**config.mk**
```make
export PLATFORM = sky130hd
export DESIGN_NAME = multiply_acc_array
export DESIGN_NICKNAME = d
export VERILOG_FILES = /design/src/rtl/multiply_acc_array_pkg.sv /design/src/rtl/multiply_acc_array_adder_tree.sv /design/src/rtl/multiply_acc_array.sv
export SDC_FILE = /design/constraint.sdc
export NUM_CORES = 2
export LEC_CHECK = 0
export CORE_MARGIN = 8
export CORE_UTILIZATION = 40
export CTS_BUF_LIST = sky130_fd_sc_hd__clkbuf_16
export CTS_CLUSTER_DIAMETER = 200
export CTS_CLUSTER_SIZE = 8
export DETAILED_ROUTE_END_ITERATION = 8
export DONT_BUFFER_PORTS = 1
export PLACE_DENSITY = 0.58
export SLEW_MARGIN = 10
export SYNTH_ARGS = -nofsm -noshare
export SYNTH_HDL_FRONTEND = slang
export SYNTH_SLANG_ARGS = --single-unit
```
**constraint.sdc**
```tcl
create_clock -name clk -period 16.5 [get_ports clk]
set_input_delay 4.125 -clock clk [delete_from_list [all_inputs] [get_ports clk]]
set_output_delay 4.125 -clock clk [all_outputs]
set_load 0.03 [all_outputs]
```
**src/rtl/multiply_acc_array_pkg.sv**
```systemverilog
// Shared helpers for the multi-lane multiply-accumulate datapath:
// width derivation and signed saturation reused by pooling and bias blocks.
package multiply_acc_array_pkg;

    localparam int SAT_MAX_W = 128;

    function automatic int clog2(input int n);
        int r;
        r = 0;
        while ((1 << r) < n) r++;
        return r;
    endfunction

    function automatic int acc_width(
        input int iw,
        input int kw,
        input int lanes,
        input int guard
    );
        return iw + kw + clog2(lanes) + guard;
    endfunction

    // Clamp a sign-extended value into a signed range of the given width.
    function automatic logic signed [SAT_MAX_W-1:0] sat_signed(
        input logic signed [SAT_MAX_W-1:0] value,
        input int                          width
    );
        logic signed [SAT_MAX_W-1:0] hi;
        logic signed [SAT_MAX_W-1:0] lo;
        hi = SAT_MAX_W'(1) << (width - 1);
        hi = hi - SAT_MAX_W'(1);
        lo = ~hi;
        if (value > hi) return hi;
        if (value < lo) return lo;
        return value;
    endfunction

endpackage

```
**src/rtl/multiply_acc_array_adder_tree.sv**
```systemverilog
// Registered signed reduction tree, one level per stage; the
// valid/first/last sideband is delayed to stay aligned with the sum.
module mac_adder_tree
    import multiply_acc_array_pkg::*;
#(
    parameter int WIDTH = 32,
    parameter int LANES = 4
) (
    input  logic                                  clk,
    input  logic                                  rst,
    input  logic [LANES*WIDTH-1:0]                data,
    input  logic [2:0]                            flags_in,
    output logic signed [WIDTH+clog2(LANES)-1:0]  sum,
    output logic [2:0]                            flags_out
);

    localparam int TREE = clog2(LANES);

    for (genvar l = 0; l <= TREE; l++) begin : lvl
        localparam int N = LANES >> l;
        localparam int W = WIDTH + l;
        logic signed [W-1:0] node [N];

        if (l == 0) begin : g_leaf
            // Unpack the flat lane bus into signed leaves.
            always_comb begin
                for (int i = 0; i < N; i++) begin
                    node[i] = signed'(data[i*WIDTH +: WIDTH]);
                end
            end
        end else begin : g_sum
            // Pairwise add of the previous level, widened by one bit.
            always_ff @(posedge clk or negedge rst) begin
                if (!rst) begin
                    for (int j = 0; j < N; j++) node[j] <= '0;
                end else begin
                    for (int j = 0; j < N; j++) begin
                        node[j] <= W'(lvl[l-1].node[2*j])
                                 + W'(lvl[l-1].node[2*j+1]);
                    end
                end
            end
        end
    end

    assign sum = lvl[TREE].node[0];

    if (TREE == 0) begin : g_nodly
        assign flags_out = flags_in;
    end else begin : g_dly
        logic [2:0] pipe [TREE];

        // Sideband shift register matching the tree depth.
        always_ff @(posedge clk or negedge rst) begin
            if (!rst) begin
                for (int k = 0; k < TREE; k++) pipe[k] <= '0;
            end else begin
                pipe[0] <= flags_in;
                for (int k = 1; k < TREE; k++) pipe[k] <= pipe[k-1];
            end
        end

        assign flags_out = pipe[TREE-1];
    end

endmodule

```
**src/rtl/multiply_acc_array.sv**
```systemverilog
// Multi-lane signed MAC: input regs, products, adder tree, grouped
// accumulator and a saturating (or wrapping) output register.
module multiply_acc_array
    import multiply_acc_array_pkg::*;
#(
    parameter int IMG_WIDTH = 16,
    parameter int KER_WIDTH = 16,
    parameter int LANES     = 4,
    parameter int GUARD     = 8,
    parameter int OUT_WIDTH = 32,
    parameter int SATURATE  = 1
) (
    input  logic                         clk,
    input  logic                         rst,
    input  logic [LANES*IMG_WIDTH-1:0]   img,
    input  logic [LANES*KER_WIDTH-1:0]   ker,
    input  logic                         val,
    input  logic                         first,
    input  logic                         last,
    output logic [OUT_WIDTH-1:0]         result,
    output logic                         result_val,
    output logic                         overflow
);

    localparam int TREE      = clog2(LANES);
    localparam int ACC_WIDTH = acc_width(IMG_WIDTH, KER_WIDTH, LANES, GUARD);
    localparam int PW        = IMG_WIDTH + KER_WIDTH;
    localparam int SW        = PW + TREE;

    logic [LANES*IMG_WIDTH-1:0] img_q;
    logic [LANES*KER_WIDTH-1:0] ker_q;
    logic                       val_q;
    logic                       first_q;
    logic                       last_q;

    logic [LANES*PW-1:0]        prod_d;
    logic [LANES*PW-1:0]        prod_q;
    logic [2:0]                 flags_p2;

    logic signed [SW-1:0]       tree_sum;
    logic [2:0]                 flags_t;

    logic signed [ACC_WIDTH-1:0] acc;
    logic signed [ACC_WIDTH-1:0] acc_d;
    logic                        acc_last;

    logic signed [SAT_MAX_W-1:0] wide;
    logic signed [SAT_MAX_W-1:0] clamp;
    logic [OUT_WIDTH-1:0]        res_d;
    logic                        ovf_d;

    // Capture a beat; idle cycles inject zeros and clear the flags.
    always_ff @(posedge clk or negedge rst) begin
        if (!rst) begin
            img_q   <= '0;
            ker_q   <= '0;
            val_q   <= 1'b0;
            first_q <= 1'b0;
            last_q  <= 1'b0;
        end else if (val) begin
            img_q   <= img;
            ker_q   <= ker;
            val_q   <= 1'b1;
            first_q <= first;
            last_q  <= last;
        end else begin
            img_q   <= '0;
            ker_q   <= '0;
            val_q   <= 1'b0;
            first_q <= 1'b0;
            last_q  <= 1'b0;
        end
    end

    // Full-width signed product per lane.
    always_comb begin
        prod_d = '0;
        for (int l = 0; l < LANES; l++) begin
            prod_d[l*PW +: PW] =
                PW'(signed'(img_q[l*IMG_WIDTH +: IMG_WIDTH]))
              * PW'(signed'(ker_q[l*KER_WIDTH +: KER_WIDTH]));
        end
    end

    // Product register with its sideband.
    always_ff @(posedge clk or negedge rst) begin
        if (!rst) begin
            prod_q   <= '0;
            flags_p2 <= '0;
        end else begin
            prod_q   <= prod_d;
            flags_p2 <= {val_q, first_q, last_q};
        end
    end

    mac_adder_tree #(
        .WIDTH (PW),
        .LANES (LANES)
    ) u_tree (
        .clk       (clk),
        .rst       (rst),
        .data      (prod_q),
        .flags_in  (flags_p2),
        .sum       (tree_sum),
        .flags_out (flags_t)
    );

    // Next accumulator: restart on first, add on valid, else hold.
    always_comb begin
        acc_d = acc;
        if (flags_t[1]) begin
            acc_d = ACC_WIDTH'(tree_sum);
        end else if (flags_t[2]) begin
            acc_d = acc + ACC_WIDTH'(tree_sum);
        end
    end

    // Accumulator register; last travels one stage behind the sum.
    always_ff @(posedge clk or negedge rst) begin
        if (!rst) begin
            acc      <= '0;
            acc_last <= 1'b0;
        end else begin
            acc      <= acc_d;
            acc_last <= flags_t[0];
        end
    end

    // Narrow the post-update accumulator to the result width.
    always_comb begin
        wide  = SAT_MAX_W'(acc);
        clamp = sat_signed(wide, OUT_WIDTH);
        if (SATURATE != 0) begin
            res_d = clamp[OUT_WIDTH-1:0];
            ovf_d = (clamp != wide);
        end else begin
            res_d = acc[OUT_WIDTH-1:0];
            ovf_d = 1'b0;
        end
    end

    // Result holds between strobes; valid and overflow pulse together.
    always_ff @(posedge clk or negedge rst) begin
        if (!rst) begin
            result     <= '0;
            result_val <= 1'b0;
            overflow   <= 1'b0;
        end else begin
            result_val <= acc_last;
            overflow   <= acc_last & ovf_d;
            if (acc_last) result <= res_d;
        end
    end

endmodule

```
---- Yosys cells after proc, flatten, opt, wreduce, memory -nomap -nowiden ----
Cells that the tools add are included.
storage, ports and cells
  register bits ........................... 445
  output and inout port bits .............. 34
operators by class
  add/subtract/negate cells ............... 4
  multipliers ............................. 4
  order comparisons ....................... 2
  eq/ne operators ......................... 1
  mux-type cells .......................... 14
  bitwise logic cells ..................... 1
  reduce and logical (&&, ||, !) cells .... 1
operators with widths
  cell                                                                     count
  128-bit 2-to-1 mux                                                       4
  16-bit by 16-bit multiplier with 32-bit output                           4
  64-bit 2-to-1 mux                                                        2
  128-bit by 42-bit inequality test with 1-bit output                      1
  42-bit 2-to-1 mux                                                        2
  32-bit by 32-bit adder with 33-bit output                                2
  42-bit by 34-bit adder with 42-bit output                                1
  42-bit by 32-bit > comparator with 1-bit output (second input constant)  1
  42-bit by 32-bit < comparator with 1-bit output (second input constant)  1
  33-bit by 33-bit adder with 34-bit output                                1
  1-bit 2-to-1 mux                                                         6
  2-bit nonzero test                                                       1
  1-bit bitwise AND                                                        1

---- Depth between registers and ports, before layout ----
  depth after elaboration ................. 7
  mapped depth ............................ 25
  gate-level depth less buffers ........... 23

---- Modules after synthesis ----
Synthesis repeated with hierarchy kept, for this count alone.
unflattened totals
  cells, all modules ...................... 6207
  area, all modules ....................... 59980.0 um2
by module, submodules not included
  module              instances  cells each  area each (um2)  sequential area each (um2)
  multiply_acc_array  1          5389        52132.5          8483.1
  mac_adder_tree      1          818         7847.5           2652.5

---- Worst setup path before layout ----
OpenSTA, ideal clock, no wires.
  path kind ............................... register -> register
  start ................................... register ker_q[1]
  end ..................................... register prod_q[31]
  library setup time ...................... 0.080 ns
  arrival time ............................ 6.533 ns
  required time ........................... 16.420 ns
  slack ................................... 9.887 ns
  stages on the path, launching flop included .. 25
  path buffers ............................ 1
  clock period less this slack ............ 6.613 ns
  cell sequence ........................... dfrtp_1 -> clkbuf_1 -> nand2_1 -> inv_1 -> fa_1 -> fa_1 -> inv_1 -> fa_1 -> fa_1 -> inv_1 -> fa_1 -> inv_1 -> fa_1 -> inv_1 -> ha_1 -> a21o_1 -> a21o_1 -> a21oi_1 -> and2b_2 -> a31oi_1 -> o31ai_1 -> or4_1 -> a41o_1 -> a21oi_2 -> xnor2_1
between the ends
  longest elaborated chain between the ends .. 1
ends and longest elaborated chain
  element                                         RTL line                  source
  start: declaration                              multiply_acc_array.sv:31  logic [LANES*KER_WIDTH-1:0] ker_q;
  start signal: assignment                        multiply_acc_array.sv:62  ker_q <= ker;
  16-bit by 16-bit multiplier with 32-bit output  multiply_acc_array.sv:81  * PW'(signed'(ker_q[l*KER_WIDTH +: KER_WIDTH]));
  net prod_d[31]                                  multiply_acc_array.sv:36  logic [LANES*PW-1:0] prod_d;
  end signal: assignment                          multiply_acc_array.sv:91  prod_q <= prod_d;
  end: declaration                                multiply_acc_array.sv:37  logic [LANES*PW-1:0] prod_q;
The timed path passes the listed nets, and every way through them passes these cells.
A chain may end at the register's enable or synchronous reset.

---- Worst setup path after layout ----
  start ................................... register img_q[24]
  end ..................................... register prod_q[63]
between the ends
  longest elaborated chain between the ends .. 1
ends and longest elaborated chain
  element                                         RTL line                  source
  start: declaration                              multiply_acc_array.sv:30  logic [LANES*IMG_WIDTH-1:0] img_q;
  start signal: assignment                        multiply_acc_array.sv:61  img_q <= img;
  16-bit by 16-bit multiplier with 32-bit output  multiply_acc_array.sv:81
  net prod_d[63]                                  multiply_acc_array.sv:36
The timed path passes the listed nets, and every way through them passes these cells.

==> impl_results.html <==
<table>
<tr><th>Metric</th><th>Value</th></tr>
<tr><th colspan="2">Pwr</th></tr>
<tr><td>Power, Total</td><td>approximately 8.3 mW</td></tr>
<tr><td>Proportion of power drawn by combinational gates</td><td>0.623</td></tr>
<tr><td>Worst IR Drop VDD</td><td>roughly 0.11 mV</td></tr>
<tr><td>Switch share</td><td>0.472</td></tr>
<tr><td>Static Leak</td><td>31.6 nW</td></tr>
<tr><td>Power density normalized to cell area</td><td>133 nW/µm²</td></tr>
<tr><td>P_sw</td><td>3.93 mW</td></tr>
<tr><td>Int Power</td><td>4.40 mW</td></tr>
<tr><td>Fraction of power consumed by sequential logic</td><td>0.238</td></tr>
<tr><td>Portion of total power attributed to the clock network</td><td>0.139</td></tr>
<tr><th colspan="2">Logic synthesis</th></tr>
<tr><td>Commonest cells in the netlist</td><td>inv_1, fa_1, and2_1</td></tr>
<tr><td>Post-synthesis area per instance</td><td>9.67 µm²</td></tr>
<tr><td>Post-Syn Nets</td><td>7,755</td></tr>
<tr><td>Warnings from Yosys</td><td>0</td></tr>
<tr><td>Register bit count reported by yosys</td><td>roughly 450</td></tr>
<tr><td>Area of the mapped netlist</td><td>59,000 µm²</td></tr>
<tr><td>Post-synth ARST share</td><td>1.00</td></tr>
<tr><td>Post-synth EDFFs</td><td>0</td></tr>
<tr><td>Cell types with the largest area share after synthesis</td><td>fa_1, dfrtp_1, ha_1</td></tr>
<tr><td>Primary FF master, synth</td><td>dfrtp_1</td></tr>
<tr><td>Sequential cell area fraction in the yosys report</td><td>0.189</td></tr>
<tr><td>Netlist cell types</td><td>77</td></tr>
<tr><td>Cell type contributing the most total cell area after synthesis</td><td>fa_1</td></tr>
<tr><td>Number of instances in the synthesized netlist</td><td>between 6,000 and 7,000</td></tr>
<tr><td>Dominant cell by count in the synthesized netlist</td><td>inv_1</td></tr>
<tr><td>Top-area cell type share of the netlist area</td><td>0.357</td></tr>
<tr><th colspan="2">Min path</th></tr>
<tr><td>Worst hold-check path type</td><td>reg2reg</td></tr>
<tr><td>Cell depth of the worst min-delay path</td><td>0</td></tr>
<tr><th colspan="2">Drt</th></tr>
<tr><td>Vias</td><td>~40,000</td></tr>
<tr><td>Final wirelength</td><td>roughly 140,000 µm</td></tr>
<tr><td>Post-route DRC</td><td>0</td></tr>
<tr><td>Count of nets left with antenna violations after detail routing</td><td>0</td></tr>
<tr><td>Via count normalized by instance count</td><td>5.00</td></tr>
<tr><td>Routed len/inst</td><td>about 17 µm</td></tr>
<tr><td>Starting DRC count in detailed routing</td><td>2,164</td></tr>
<tr><td>Total iterations of the first detailed-routing run</td><td>5</td></tr>
<tr><th colspan="2">Clock tree</th></tr>
<tr><td>Root Buffer Master</td><td>clkbuf_16</td></tr>
<tr><td>Clock insertion delay at the later pin of the skew report</td><td>0.69 ns</td></tr>
<tr><td>Buffer levels on the longest clock path</td><td>3</td></tr>
<tr><td>Count of hold-fix buffers inserted at cts</td><td>0</td></tr>
<tr><td>Number of buffers added by the clock tree synthesis step</td><td>61</td></tr>
<tr><td>TritonCTS Sinks</td><td>445</td></tr>
<tr><td>CTS H-tree lvls</td><td>2</td></tr>
<tr><td>Clock Pin Slew Worst Setup and Hold Paths</td><td>0.07 ns</td></tr>
<tr><td>TritonCTS clock tree</td><td>done</td></tr>
<tr><td>Post-CTS repair timing setup buffer count</td><td>0</td></tr>
<tr><td># resized after CTS</td><td>0</td></tr>
<tr><th colspan="2">Worst setup path</th></tr>
<tr><td>CP cell instances</td><td>and2_1 &gt; fa_1 &gt; inv_1 &gt; fa_1 &gt; fa_1 &gt; inv_1 &gt; fa_1 &gt; fa_1 &gt; inv_1 &gt; fa_1 &gt; inv_1 &gt; ha_1 &gt; a21o_1 &gt; a21oi_1 &gt; o21ai_0 &gt; and2_1 &gt; o31ai_1 &gt; a21oi_1 &gt; and4_1 &gt; a2111oi_0 &gt; a21oi_1 &gt; xnor2_1</td></tr>
<tr><td>CP startpoint kind</td><td>flip-flop</td></tr>
<tr><td>Delay contributed by the slowest stage of the critical path</td><td>0.66 ns</td></tr>
<tr><td>Slowest cell on the critical path</td><td>a2111oi_0</td></tr>
<tr><td>Cell depth of the worst flop-to-flop path</td><td>22</td></tr>
<tr><td>Path type of the worst setup path</td><td>reg2reg</td></tr>
<tr><td>Number of cells on the critical path</td><td>22</td></tr>
<tr><td>Worst Path Max Fanout</td><td>16</td></tr>
<tr><td>Largest delay contributor family on the critical path</td><td>adder cells</td></tr>
<tr><td>Nature of the critical path endpoint</td><td>flip-flop</td></tr>
<tr><td>Number of buffer and inverter instances along the worst setup path</td><td>4</td></tr>
<tr><td>Cell repeated most along the worst path</td><td>fa_1</td></tr>
<tr><td>Worst endpoint required time</td><td>17.07 ns</td></tr>
<tr><td>Data arrival time at the worst-slack endpoint</td><td>7.66 ns</td></tr>
<tr><th colspan="2">Floorplanning</th></tr>
<tr><td>Site row count</td><td>141</td></tr>
<tr><td>Vertical die dimension</td><td>~400 µm</td></tr>
<tr><td>Number of placed I/O pins</td><td>167</td></tr>
<tr><td>Overall die width</td><td>roughly 400 µm</td></tr>
<tr><td>Total die area</td><td>160,000 µm²</td></tr>
<tr><td>Core Footprint</td><td>between 100,000 and 150,000 µm²</td></tr>
<tr><td>Initial Utilization</td><td>0.401</td></tr>
<tr><th colspan="2">Placement</th></tr>
<tr><td>Routability cong.</td><td>0.860</td></tr>
<tr><td>Detailed Place HPWL</td><td>110,000 µm</td></tr>
<tr><td>Post-placement cell area</td><td>60,800 µm²</td></tr>
<tr><td>Number of buffers inserted by port buffering</td><td>0</td></tr>
<tr><th colspan="2">Global route</th></tr>
<tr><td>Number of global-route vias before repair</td><td>43,356</td></tr>
<tr><td>Maximum number of pins on one net before global-route repair</td><td>446</td></tr>
<tr><td>Total routing resource utilization after global routing</td><td>0.180</td></tr>
<tr><td>Total gr overflow</td><td>0</td></tr>
<tr><td>Number of antenna violations at the first check in global routing</td><td>2</td></tr>
<tr><td>Global-route wire length before repair</td><td>approximately 230,000 µm</td></tr>
<tr><th colspan="2">STA</th></tr>
<tr><td>Sum Neg Setup Slack</td><td>0 ns</td></tr>
<tr><td>RSZ-0062 raised after global routing</td><td>false</td></tr>
<tr><td>Transition time of the tightest slew-check pin</td><td>0.995 ns</td></tr>
<tr><td>Ratio of final minimum period to clock period</td><td>0.429</td></tr>
<tr><td>Shortest clock period the worst path allows after layout</td><td>7.08 ns</td></tr>
<tr><td>Relative max-transition margin</td><td>0.337</td></tr>
<tr><td>Number of hold violations in the final report</td><td>0</td></tr>
<tr><td>Final Max Slew Viols</td><td>0</td></tr>
<tr><td>Top achievable clock speed</td><td>141 MHz</td></tr>
<tr><td>Setup-failing EPs final</td><td>0</td></tr>
<tr><td>Clock Skew</td><td>0.0493 ns</td></tr>
<tr><th colspan="2">Flow run</th></tr>
<tr><td>Max-cap check violation count</td><td>0</td></tr>
<tr><th colspan="2">Cells and area</th></tr>
<tr><td>Layout Area Growth over Synthesis</td><td>5.88%</td></tr>
<tr><td>Final instance area</td><td>62,500 µm²</td></tr>
<tr><td>Proportion of layout cells with a drive suffix above 1</td><td>0.0165</td></tr>
<tr><td>Final net count</td><td>7,642</td></tr>
<tr><td>Final core utilization</td><td>0.425</td></tr>
<tr><th colspan="2">Status</th></tr>
<tr><td>Result of the run</td><td>finished, final reports clean</td></tr>
</table>
logic make-up after synthesis:
family,count (synthesis),synth area share
buffers and inverters,1399,0.0890
xor gates and xnor gates,257,0.0381
AOI/OAI and AO/OA,746,0.0788
DFF,445,0.189
and+or+nand+nor,1712,0.146
adders and majority gates,1519,0.456
muxes,25,0.00426
sequential cells by signal, summed over array words and instances (netlist names):
signal             flops
img_q                 64
overflow               1
result                32
last_q                 1
acc                   42
acc_last               1
u_tree.g_dly.pipe      3
ker_q                 64
result_val             1
u_tree.lvl.node       66
val_q                  1
u_tree.flags_out       3
first_q                1
u_tree.sum            34
flags_p2               3
prod_q               128
worst register-to-register path, cell delays in order (launching register included):
cell       delay, ns
dfrtp_1         0.63
and2_1          0.31
fa_1            0.53
inv_1           0.05
fa_1            0.46
fa_1            0.51
inv_1           0.05
fa_1            0.49
fa_1            0.49
inv_1           0.05
fa_1            0.47
inv_1           0.05
ha_1            0.35
a21o_1          0.19
a21oi_1         0.15
o21ai_0         0.10
and2_1          0.18
o31ai_1         0.49
a21oi_1         0.19
and4_1          0.25
a2111oi_0       0.66
a21oi_1         0.17
xnor2_1         0.17
path summary, 6_finish.rpt:
path,slack [ns],to,startpoint
worst min register to register,0.34,u_tree.flags_out[2],u_tree.g_dly.pipe[5]
max in group asynchronous,10.96,u_tree.flags_out[2],rst
min in group asynchronous,3.39,ker_q[60],rst
worst min-delay path,0.34,u_tree.flags_out[2],u_tree.g_dly.pipe[5]
worst max-delay path,9.42,prod_q[63],img_q[24]
worst max register to register,9.42,prod_q[63],img_q[24]
layer usage:
layer,global-route usage,vias to the layer above,routed length (µm)
met4,0.0481,0,3790
met1,0.251,20178,63500
met2,0.296,779,65200
met3,0.0231,185,5950
met5,0,-,0
li1,-,18478,-
cells in the final DEF (no fill, tap or decap), types with 6 or more instances in the layout:
cell | synthesis | routed
or3_1 | 6 | 6
inv_1 | 1214 | 1218
o21a_1 | 43 | 43
xor2_1 | 58 | 58
xnor2_1 | 199 | 199
nand2b_1 | 40 | 40
and3_1 | 16 | 16
a31oi_1 | 18 | 17
and4_1 | 6 | 6
o211ai_1 | 15 | 15
o31ai_1 | 6 | 6
nor2_1 | 228 | 228
nand2_1 | 589 | 589
nor3_1 | 50 | 50
nand3_1 | 51 | 51
dfrtp_1 | 445 | 442
a211oi_1 | 31 | 31
a21o_1 | 107 | 107
nor4_1 | 11 | 11
and2_1 | 636 | 636
nand4_1 | 14 | 14
nor3b_1 | 10 | 10
mux2i_1 | 24 | 24
o21ai_1 | 77 | 77
a21oi_1 | 284 | 284
o21bai_1 | 30 | 30
o21ai_0 | 59 | 59
ha_1 | 467 | 467
clkbuf_16 | 0 | 61
nor2b_1 | 37 | 37
fa_1 | 1052 | 1052
power groups by stage:
| stage | Clock, mW | Combinational [mW] | Sequential (mW) |
|---|---|---|---|
| floorplan | 0 | 4.12 | 1.74 |
| global placement | 0 | 5.11 | 2.00 |
| detailed placement | 0 | 5.17 | 2.00 |
| CTS | 1.22 | 5.21 | 1.98 |
| global route | 1.25 | 5.92 | 2.02 |
| finish | 1.16 | 5.19 | 1.98 |
area by class of cell:
type	count	area [µm²]
timing repair buffer	7	113
antenna	1	2.50
multi-input combinational	4259	42700
tap	1930	2410
clock buffer	61	1530
fill	14413	84600
inverter	1216	4560
clock inverter	8	95.1
sequential	445	11100
stage by stage:
step	hold slack, ns	setup slack, ns	instances
5_1_grt	0.348	8.95	7927
6_report	0.344	9.42	7927
4_1_cts	0.345	9.33	7923
2_1_floorplan	0.331	9.89	6103
3_3_place_gp	0.332	9.47	7854
3_5_place_dp	0.335	9.32	7854
(Power assumes the default switching activity.)
==> RTL edit (config.mk and constraints unchanged) <==
`SATURATE`: 1 -> 0.
--- a/src/rtl/multiply_acc_array.sv
+++ b/src/rtl/multiply_acc_array.sv
@@ -8,7 +8,7 @@
     parameter int LANES     = 4,
     parameter int GUARD     = 8,
     parameter int OUT_WIDTH = 32,
-    parameter int SATURATE  = 1
+    parameter int SATURATE  = 0
 ) (
     input  logic                         clk,
     input  logic                         rst,
Behaviour: same outputs for any inputs over 4 cycles, from zero or initial values and one cycle with rst low; that may be too few to reach the edited logic, so the function may still have changed.
==> RTL edit against the original RTL <==
Via count is 4.9% lower. Synthesized area is 2.9% lower. Sequential cell count is 15 lower. Worst setup slack better by 0.17 ns. Cell area is 2.9% lower. First-iteration DRC count is 11% lower. Total power is 6.4% lower. Critical path depth is 3 lower. Utilization hardly changed. Cell count is 4.2% lower. Wire length is 2.8% lower. Fmax is 2.5% higher. Largest power group unchanged.
==> RTL edit: results (changes against the original RTL) <==
Clocking
  • Inserted Clock Buffers: 59 (was 61)
  • Clk slew on worst S/H paths: 0.06 ns
  • Post-CTS setup buffer count: 0 (unchanged)
  • CTS H-tree lvls: 2 (unchanged)
  • Clock Tree Buf Depth: 3 (unchanged)
  • Gates resized, CTS repair: 0 (unchanged)
  • Clock root buffer: clkbuf_16 (unchanged)
  • Latest clock arrival within the worst-skew pair: 0.69 ns (about the same)

Timing
  • Slew @ Worst Pin: 0.880 ns (was 0.995 ns)
  • Skew final: 0.0364 ns (was 0.0493 ns)

Yosys
  • Synth cell count leaders: inv_1, fa_1, and2_1 (unchanged)
  • Area contributors post-synth: fa_1, dfrtp_1, ha_1 (unchanged)
  • Ys async rst share: 1.00 (unchanged)
  • Synth Flop Type: dfrtp_1 (unchanged)
  • Distinct cell type count after synthesis: 69 (was 77)
  • Syn Nets: 7,423 (was 7,755)
  • Seq/Total Area, Yosys: 0.188 (was 0.189)

Run status
  • Status: complete, no violations (unchanged)

Setup path
  • CP top delay family: adder cells (unchanged)
  • CP max stage delay: 0.76 ns (was 0.66 ns)
  • Slowest cell on the critical path: dfrtp_1 (was a2111oi_0)
  • Critical Path AT: 7.52 ns (was 7.66 ns)
  • Crit-path max FO: 16 (unchanged)

Global route
  • M3 GR Usage: 0.0235 (was 0.0231)
  • Number of global-route vias before repair: 41,500 (was 43,400)
  • M1 GR Usage: 0.252 (was 0.251)
  • Initial antenna violation count: 9 (was 2)
  • Largest net degree at the start of global routing: 431 (was 446)
  • GRT met2 Usage: 0.297 (was 0.296)
  • GRT Util Overall: 0.179 (was 0.180)
  • Global-route wire length before repair: 227 mm (was 232 mm)

Drt
  • Routed vias/inst: 4.96 (was 5.00)
  • Routed WL per cell: 17.7 µm (was 17.5 µm)
  • Detailed Route Iter0 Violations: 1,928 (was 2,164)
  • First-pass detailed-route iteration total: 5 (unchanged)

Finish
  • Max reg flops: 128 (unchanged)
  • Layout cells sized above 1: 0.0211 (was 0.0165)
  • Fin nets: 7,326 (was 7,642)
  • Biggest register: prod_q (unchanged)

Worst hold path
  • Hold Path Class: flip-flop to flip-flop (unchanged)

Pwr
  • Register share of total power: 0.242 (was 0.238)
  • Lkg Pwr: 30.9 nW (was 31.6 nW)
  • Clock share of power: 0.143 (was 0.139)
  • Worst vdd ir: 0.102 mV (was 0.111 mV)
  • Switching share of power: 0.466 (was 0.472)

Placement
  • GPL Wtd Cong: 0.841 (was 0.860)
  • Placed cell area: 59,100 µm² (was 60,800 µm²)
  • Post-DP HPWL: 108 mm (was 110 mm)
==> RTL edit: cell families after synthesis <==
logic type / count (synthesis) / synth area share
DFF: 430 / 0.188
other: 1 / 0.0000654
adders and majority gates: 1504 / 0.466
AOI/OAI and AO/OA: 651 / 0.0741
and+or+nand+nor: 1560 / 0.137
buffers and inverters: 1345 / 0.0882
muxes: 50 / 0.00945
xor gates and xnor gates: 245 / 0.0374
==> RTL edit: per-layer routing <==
layer | vias to the layer above | share of wire
met5 | - | 0.00059
met4 | 12 | 0.023
met3 | 174 | 0.041
met2 | 739 | 0.48
met1 | 19300 | 0.46
li1 | 17500 | -
==> RTL edit: final timing paths <==
kind / startpoint / end / slack (ns) / depth (start not counted)
worst max-delay path: ker_q[2] / prod_q[31] / 9.59 / 19
worst min-delay path: u_tree.g_dly.pipe[5] / u_tree.flags_out[2] / 0.34 / 0
worst max register to register: ker_q[2] / prod_q[31] / 9.59 / 19
worst min register to register: u_tree.g_dly.pipe[5] / u_tree.flags_out[2] / 0.34 / 0
max in group asynchronous: rst / ker_q[22] / 11.50 / 2
min in group asynchronous: rst / img_q[13] / 3.16 / 0
==> RTL edit: final cells by class <==
class	instances	area (µm²)
clock inverter	4	72.6
antenna	4	10.0
multi-input combinational	4011	41500
tap	1903	2380
inverter	1182	4440
clock buffer	59	1480
timing repair buffer	5	77.6
fill	13900	82200
sequential	430	10800
==> RTL edit: metrics by stage <==
step / worst slack (ns) / cells / utilization / total power, W
after floorplan: 10.23 / 5786 / - / 0.00543
after global placement: 9.67 / 7529 / 0.413 / 0.00662
after detailed placement: 9.51 / 7529 / 0.413 / 0.00667
after CTS: 9.56 / 7592 / 0.424 / 0.00788
after global routing: 9.11 / 7594 / 0.425 / 0.00860
final: 9.59 / 7598 / 0.425 / 0.00779
